===== config.mk =====
export PLATFORM = sky130hd
export DESIGN_NAME = fifo_8bit
export DESIGN_NICKNAME = d
export VERILOG_FILES = /design/src/rtl/fifo_8bit_pkg.sv /design/src/rtl/fifo_8bit_mem.sv /design/src/rtl/fifo_8bit.sv
export SDC_FILE = /design/constraint.sdc
export NUM_CORES = 1
export LEC_CHECK = 0
export ABC_AREA = 0
export BUFFER_PORTS_ARGS = -buffer_cell sky130_fd_sc_hd__buf_2
export CAP_MARGIN = 20
export CORE_MARGIN = 4
export CORE_UTILIZATION = 30
export DETAILED_ROUTE_END_ITERATION = 8
export PLACE_DENSITY = 0.46
export SLEW_MARGIN = 20
export SYNTH_ARGS = -nofsm -noshare
export SYNTH_HDL_FRONTEND = slang
export SYNTH_SLANG_ARGS = --single-unit

===== constraint.sdc =====
create_clock -name clk -period 3.7 [get_ports clk]
set_input_delay 0.74 -clock clk [delete_from_list [all_inputs] [get_ports clk]]
set_output_delay 0.74 -clock clk [all_outputs]
set_load 0.01 [all_outputs]

===== src/rtl/fifo_8bit_pkg.sv =====
// Shared constants and word type for the 8-bit FIFO slice.
package fifo_8bit_pkg;

  localparam int FIFO_WIDTH = 8;
  localparam int FIFO_DEPTH = 8;

  typedef logic [FIFO_WIDTH-1:0] fifo_word_t;

endpackage


===== src/rtl/fifo_8bit_mem.sv =====
// DEPTH x WIDTH register array: synchronous write port, registered read port.
module fifo_8bit_mem
  import fifo_8bit_pkg::*;
#(
  parameter int WIDTH = FIFO_WIDTH,
  parameter int DEPTH = FIFO_DEPTH,
  localparam int AW = $clog2(DEPTH)
) (
  input  logic             clk,
  input  logic             rst,
  input  logic             we,
  input  logic [AW-1:0]    waddr,
  input  logic [WIDTH-1:0] wdata,
  input  logic             re,
  input  logic [AW-1:0]    raddr,
  output logic [WIDTH-1:0] rdata
);

  logic [WIDTH-1:0] mem [DEPTH];

  // Storage is deliberately not reset; only the read register is.
  always_ff @(posedge clk) begin
    if (we) begin
      mem[waddr] <= wdata;
    end
  end

  always_ff @(posedge clk) begin
    if (rst) begin
      rdata <= '0;
    end else if (re) begin
      rdata <= mem[raddr];
    end
  end

endmodule


===== src/rtl/fifo_8bit.sv =====
// Single-clock byte FIFO: pointer/flag logic and accept gating around the array.
module fifo_8bit
  import fifo_8bit_pkg::*;
#(
  parameter int WIDTH = FIFO_WIDTH,
  parameter int DEPTH = FIFO_DEPTH
) (
  input  logic             clk,
  input  logic             rst,
  input  logic [WIDTH-1:0] data_in,
  input  logic             wr,
  input  logic             rd,
  output logic [WIDTH-1:0] data_out,
  output logic             empty,
  output logic             full
);

  localparam int AW = $clog2(DEPTH);

  // One extra wrap bit on each pointer separates full from empty.
  logic [AW:0] wr_ptr;
  logic [AW:0] rd_ptr;
  logic        wr_ok;
  logic        rd_ok;

  always_comb begin
    empty = (wr_ptr == rd_ptr);
    full  = (wr_ptr[AW-1:0] == rd_ptr[AW-1:0]) && (wr_ptr[AW] != rd_ptr[AW]);
    wr_ok = wr && !full;
    rd_ok = rd && !empty;
  end

  always_ff @(posedge clk) begin
    if (rst) begin
      wr_ptr <= '0;
      rd_ptr <= '0;
    end else begin
      if (wr_ok) wr_ptr <= wr_ptr + 1'b1;
      if (rd_ok) rd_ptr <= rd_ptr + 1'b1;
    end
  end

  fifo_8bit_mem #(
    .WIDTH (WIDTH),
    .DEPTH (DEPTH)
  ) u_mem (
    .clk   (clk),
    .rst   (rst),
    .we    (wr_ok && !rst),
    .waddr (wr_ptr[AW-1:0]),
    .wdata (data_in),
    .re    (rd_ok),
    .raddr (rd_ptr[AW-1:0]),
    .rdata (data_out)
  );

endmodule


==> results of run 1 <==
==> where the power goes <==
| part | total (W) | switching (W) | internal (W) |
|---|---|---|---|
| clock network | 0.000650 | 0.000332 | 0.000318 |
| logic | 0.000318 | 0.000174 | 0.000144 |
| registers | 0.00103 | 0.0000275 | 0.00101 |
==> cells by family (layout without fill, tap and decap cells) <==
logic type / Yosys count / count (layout) / share of synthesized area
AO/OA/AOI/OAI: 18 / 18 / 0.0544
XOR/XNOR: 7 / 7 / 0.0289
adder cells (fa/ha/maj): 2 / 2 / 0.00761
buffers and inverters: 14 / 44 / 0.0327
flip-flops: 80 / 80 / 0.682
multiplexers: 26 / 26 / 0.140
AND/OR/NAND/NOR: 36 / 36 / 0.0548
==> state kept, by name, summed over array words and instances (netlist names) <==
name         cells
wr_ptr           4
u_mem.mem       64
rd_ptr           4
u_mem.rdata      8
==> how the worst max path moves through the flow <==
stage                                 from                   endpoint
floorplan                              rst  u_mem.mem[0][0]$_DFFE_PP_
global placement                       rst  u_mem.mem[6][6]$_DFFE_PP_
detailed placement                     rst  u_mem.mem[0][7]$_DFFE_PP_
CTS                 wr_ptr[0]$_SDFFE_PP0P_  u_mem.mem[0][7]$_DFFE_PP_
global route        wr_ptr[0]$_SDFFE_PP0P_  u_mem.mem[3][3]$_DFFE_PP_
finish              wr_ptr[0]$_SDFFE_PP0P_  u_mem.mem[5][4]$_DFFE_PP_
==> layer usage <==
layer,vias to the layer above,GRT usage
met5,-,0
met4,0,0.0361
met3,7,0.0321
met2,29,0.161
met1,805,0.150
li1,767,-
==> worst register-to-register path, cell delays in order (launching register included) <==
cell and delay, ns:
dfxtp_1 0.77, xor2_4 0.26, o41ai_2 0.08, buf_4 0.20, or3b_4 0.40, nor2_2 0.48
==> synth_stat cells <==
master    number
nor4_1         4
or2_2          2
inv_1          2
a21oi_1        3
xor2_2         2
nor2_2         2
buf_1          1
nor3_1         2
buf_2          2
or2_1          1
a21oi_2        1
ha_1           2
xor2_4         1
o41ai_2        1
buf_4          2
or3b_4         1
buf_6          6
o21ai_0        1
xnor2_1        2
nand2_1        3
dfxtp_1       16
xor2_1         2
mux2i_1       10
or3_1          2
nor2_1        15
o41ai_1        1
nand2b_1       2
a211oi_2       8
clkbuf_1       1
nand3_1        2
o41a_1         1
o21ai_1        1
edfxtp_1      64
mux4_2        16
a31o_1         1
==> final cells by class <==
| class | count | area (sq um) | share of cell area |
|---|---|---|---|
| clock buffer | 9 | 124 | 0.0330 |
| inverter | 2 | 7.51 | 0.00200 |
| timing repair buffer | 26 | 143 | 0.0380 |
| sequential | 80 | 2240 | 0.597 |
| clock inverter | 7 | 76.3 | 0.0203 |
| tap | 136 | 170 | 0.0453 |
| multi-input combinational | 89 | 991 | 0.264 |
==> per-stage QoR <==
step,util,setup WS [ns],cells,hold slack [ns]
final,0.357,1.15,349,0.530
after detailed placement,0.336,1.01,333,0.520
after floorplan,-,1.21,183,0.494
after global routing,0.357,0.970,349,0.575
after global placement,0.336,1.03,333,0.506
after CTS,0.355,1.11,349,0.536
==> qor.csv, run 1 <==
metric;value;unit
report.final.slew_viol_count;0;
cts_tree;built;
power.density;533;nW/um^2
cts_resized;0;
period_minus_slack;2.55;ns
postCtsSetupBuffers;0;
syn-num-nets;197;
cts_buffers;9;
fp.coreArea;10500;sq um
cp_num_cells;5;
wl_met1;3010;um
syn_area_per_cell;18.0;sq um
synth_top_area_share;0.584;
timing.rr.end;u_mem.mem[5][4]$_DFFE_PP_;
gp_congestion;0.706;
std_cell_rows;37;
track_usage;0.108;
slew_headroom;0.333;
wl_per_cell;17.9;um
r2r-start;wr_ptr[0]$_SDFFE_PP0P_;
dpl.hpwl;4010;um
drt_iter0_markers;52;
drtPass1Iterations;4;
placed_cell_area;3530;sq um
wl_met2;2950;um
start_util;0.313;
setup_viol;0;
worst_r2r_path_depth;5;
grt_pass1_vias;1712;
status;finished, final reports clean;
criticalPathCategory;reg -> reg;
peakVddDrop;200;uV
hold_violations;0;
synth_area;3290;sq um
top_layer_used;met4;
ys_seq_elements;80;
viasPerCell;4.61;
ant_nets;0;
p_leak;1.19;nW
nets;222;
die_area;12700;sq um
wl_met3;206;um
port_buffers;21;
ys_seq_area_frac;0.682;
ios;22;
rrSetupSlack;1.15;ns
antenna_found_initial;0;
grt_pass1_wl;10000;um
clock-sinks;80;
crit_path_top_delay_cell;dfxtp_1;
synthCells;183;
holdPathStages;2;
cts_max_path_buffers;2;
n_antenna_cell;0;
slowest_delay;0.77;ns
worstPathCellList;xor2_4 -> o41ai_2 -> buf_4 -> or3b_4 -> nor2_2;
vias;1608;
fin_skew;0.0117;ns
drv_cap;0;
synth_cell_types;35;
worst-path-buf-inv;1;
drc;0;
hold_path_class;reg -> reg;
post-route-period-util;0.689;
crit_arrival;2.54;ns
die_x;113;um
drive_gt1_frac;0.371;
worstHoldStart;rd_ptr[3]$_SDFFE_PP0P_;
die_y;113;um
synthTopCellsByArea;edfxtp_1 58%, mux4_2 11%, dfxtp_1 9.7%;
clk_latency;0.35;ns
total_power;0.00200;W
nFillCells;986;
worst_pin_slew;1.00;ns
clockRootBuffer;clkbuf_8;
tns;0;ns
layout_common_cells;64 x edfxtp_1, 21 x buf_2, 16 x mux4_2, 16 x dfxtp_1, 15 x nor2_1;
critPathMaxFanout;11;
htreeDepth;3;
finalWirelength;6240;um
final_area;3750;sq um
synth_largest_area_cell;edfxtp_1;
clk_pin_slew_worst_paths;0.09;ns
min_to;rd_ptr[3]$_SDFFE_PP0P_;
gr-total-overflow;0;
fmax;0.392;GHz
grt_max_degree;21;
rsz0062_at_grt;no;
hold_buffers;0;
start_kind;flop;
critPathRequiredTime;3.69;ns
layout_commonest_cell;edfxtp_1;
synth_warnings;0;
cp-end-kind;flop;
area_growth;14.1;%
crit_family;simple AND/OR/NAND/NOR gates;
Power figures use the tool's default switching activity.
==> inputs of run 2 (changes only) <==
--- a/config.mk
+++ b/config.mk
@@ -11,7 +11,7 @@
 export CORE_MARGIN = 4
 export CORE_UTILIZATION = 30
 export DETAILED_ROUTE_END_ITERATION = 8
-export PLACE_DENSITY = 0.46
+export PLACE_DENSITY = 0.48
 export SLEW_MARGIN = 20
 export SYNTH_ARGS = -nofsm -noshare
 export SYNTH_HDL_FRONTEND = slang
==> constraint.sdc (replaced) <==
create_clock -name clk -period 2.2 [get_ports clk]
set_input_delay 0.44 -clock clk [delete_from_list [all_inputs] [get_ports clk]]
set_output_delay 0.44 -clock clk [all_outputs]
set_load 0.01 [all_outputs]
==> run 2 against run 1 <==
Compared with the run above:
- non-clock buffer count up 15
- routed wire length up 2.7%
- critical path type is now reg -> out
- clock-buffer cell count increased by 1
- first-iteration DRC count grew 130%
- largest cell class unchanged
- register-to-register slack worse by 0.83 ns
==> qor.csv, run 2 (synthesized netlist as in run 1, its figures left out) <==
metric;value;unit;change
holdWs;0.388;ns;-0.143 ns
viasPerCell;4.65;;+0.87%
worstPathCellList;xor2_2 -> or2_2 -> nor3_1 -> buf_2;;
clockRootBuffer;clkbuf_8;;
drc;0;;unchanged
slew_headroom;0.615;;+0.282
post-route-period-util;0.896;;
criticalPathCategory;reg -> out;;
p_leak;1.25;nW;+5.3%
largest_register_ffs;64;;unchanged
clk_latency;0.34;ns;about the same
port_buffers;21;;unchanged
crit_family;simple AND/OR/NAND/NOR gates;;
power_switching;0.000852;W;+60%
start_util;0.313;;unchanged
layout.cells.non_filler;363;;+4.0%
crit_path_top_delay_cell;dfxtp_1;;
die_y;113;um;unchanged
area_growth;16.3;%;
vias;1687;;+4.9%
hold_path_class;in -> reg;;
grt_pass1_wl;10300;um;+2.6%
std_cell_rows;37;;unchanged
drtPass1Iterations;4;;unchanged
drt_iter0_markers;120;;+130%
rrSetupSlack;0.32;ns;-0.83 ns
wl_per_cell;17.7;um;-1.3%
worst-path-buf-inv;1;;unchanged
cts_resized;0;;unchanged
finish.utilization;0.364;;+0.00679
postCtsSetupBuffers;0;;unchanged
hold_buffers;0;;unchanged
track_usage;0.108;;+0.000949
critPathMaxFanout;4;;-7
start_kind;flop;;
hold_violations;0;;unchanged
ant_nets;0;;unchanged
gr-total-overflow;0;;unchanged
n_antenna_cell;0;;unchanged
ios;22;;unchanged
place_inst;348;;+4.5%
top_regs;u_mem.mem: 64 flops, u_mem.rdata: 8 flops;;
crit_arrival;1.53;ns;-1.01 ns
tns;0;ns;unchanged
dpl.hpwl;4440;um;+11%
grt_pass1_vias;1820;;+6.3%
pwr-share-seq;0.520;;+0.004
worst_pin_slew;0.570;ns;-0.431 ns
status;finished, final reports clean;;
top_register;u_mem.mem;;
fmax;0.508;GHz;
die_area;12700;sq um;unchanged
clock-sinks;80;;unchanged
cp-end-kind;primary output;;
peakVddDrop;327;uV;+64%
fp.coreArea;10500;sq um;unchanged
cts_max_path_buffers;2;;unchanged
swShare;0.256;;-0.0106
die_x;113;um;unchanged
fin_skew;0.0120;ns;+0.000291 ns
comb_power_share;0.172;;+0.013
power.density;870;nW/um^2;+63%
finalWirelength;6410;um;+2.7%
report.final.slew_viol_count;0;;unchanged
gp_congestion;0.704;;-0.31%
rsz0062_at_grt;no;;
antenna_found_initial;0;;unchanged
cts_buffers;9;;unchanged
cts_tree;built;;
drive_gt1_frac;0.405;;+0.0344
htreeDepth;3;;unchanged
slowest_delay;0.34;ns;-0.43 ns
worst_slack;0.230;ns;-0.920 ns
p_int;0.00247;W;+69%
r2r-start;rd_ptr[0]$_SDFFE_PP0P_;;
timing.rr.end;u_mem.mem[6][4]$_DFFE_PP_;;
nets;237;;+6.8%
period_minus_slack;1.97;ns;
critPathRequiredTime;1.76;ns;-1.93 ns
layout_common_cells;64 x edfxtp_1, 21 x buf_2, 20 x buf_4, 16 x mux4_2, 16 x dfxtp_1;;
grt_max_degree;20;;-4.8%
layout_commonest_cell;edfxtp_1;;
setup_viol;0;;unchanged
p_clk_frac;0.308;;-0.017
drv_cap;0;;unchanged
worst_r2r_path_depth;6;;+1
pre_cts_ws;0.308;ns;-0.699 ns
worstHoldStart;rst;;
startpoint;rd_ptr[2]$_SDFFE_PP0P_;;
clk_pin_slew_worst_paths;0.08;ns;about the same
holdPathStages;2;;unchanged
min_to;rd_ptr[1]$_SDFFE_PP0P_;;
-- run 2: changes by cell type in the layout (fill, tap and decap cells not counted) --
cell and change:
clkbuf_1 +1, nor4_4 -3, nor4_2 +3, buf_4 +15, inv_6 -2, clkinv_4 -1, clkinvlp_4 +1
-- run 2: stage by stage --
| step | instance area (sq um) | power [W] |
|---|---|---|
| global placement | 3640 | 0.00235 |
| CTS | 3820 | 0.00338 |
| finish | 3820 | 0.00333 |
| floorplan | 3290 | 0.00220 |
| global route | 3820 | 0.00351 |
| detailed placement | 3640 | 0.00235 |
-- run 2: final cells by class --
| cell class | count | area [sq um] |
|---|---|---|
| fill | 985 | 6680 |
| sequential | 80 | 2240 |
| multi-input combinational | 89 | 965 |
| timing repair buffer | 41 | 255 |
| tap | 136 | 170 |
| clock buffer | 10 | 128 |
| clock inverter | 5 | 57.6 |
| inverter | 2 | 7.51 |
-- run 2: power groups by stage --
stage | Clock [W] | Combinational, W | Sequential (W)
after floorplan | 0 | 0.000429 | 0.00177
after global placement | 0 | 0.000582 | 0.00176
after detailed placement | 0 | 0.000581 | 0.00177
after CTS | 0.00107 | 0.000585 | 0.00173
after global routing | 0.00114 | 0.000636 | 0.00174
final | 0.00103 | 0.000573 | 0.00173
-- run 2: how the worst max path moves through the flow --
stage	end	slack, ns	cells after the start
after floorplan	u_mem.mem[0][0]$_DFFE_PP_	-0.02	5
after global placement	u_mem.mem[5][5]$_DFFE_PP_	0.35	6
after detailed placement	u_mem.mem[6][3]$_DFFE_PP_	0.31	6
after CTS	full	0.20	4
after global routing	full	0.11	4
final	full	0.23	4
-- run 2: worst register-to-register path: stages, from the launching register on --
cell and delay [ns]:
dfxtp_1 0.45, xor2_4 0.22, o41ai_2 0.10, buf_4 0.18
buf_4 0.16, nor4_2 0.27, buf_4 0.22
-- run 2: routing by layer --
layer,GRT usage,part of all wire,vias up
met1,0.150,0.48,853
met2,0.163,0.47,32
met4,0.0264,0.0062,0
li1,-,-,798
met3,0.0401,0.044,4
met5,0,0,-
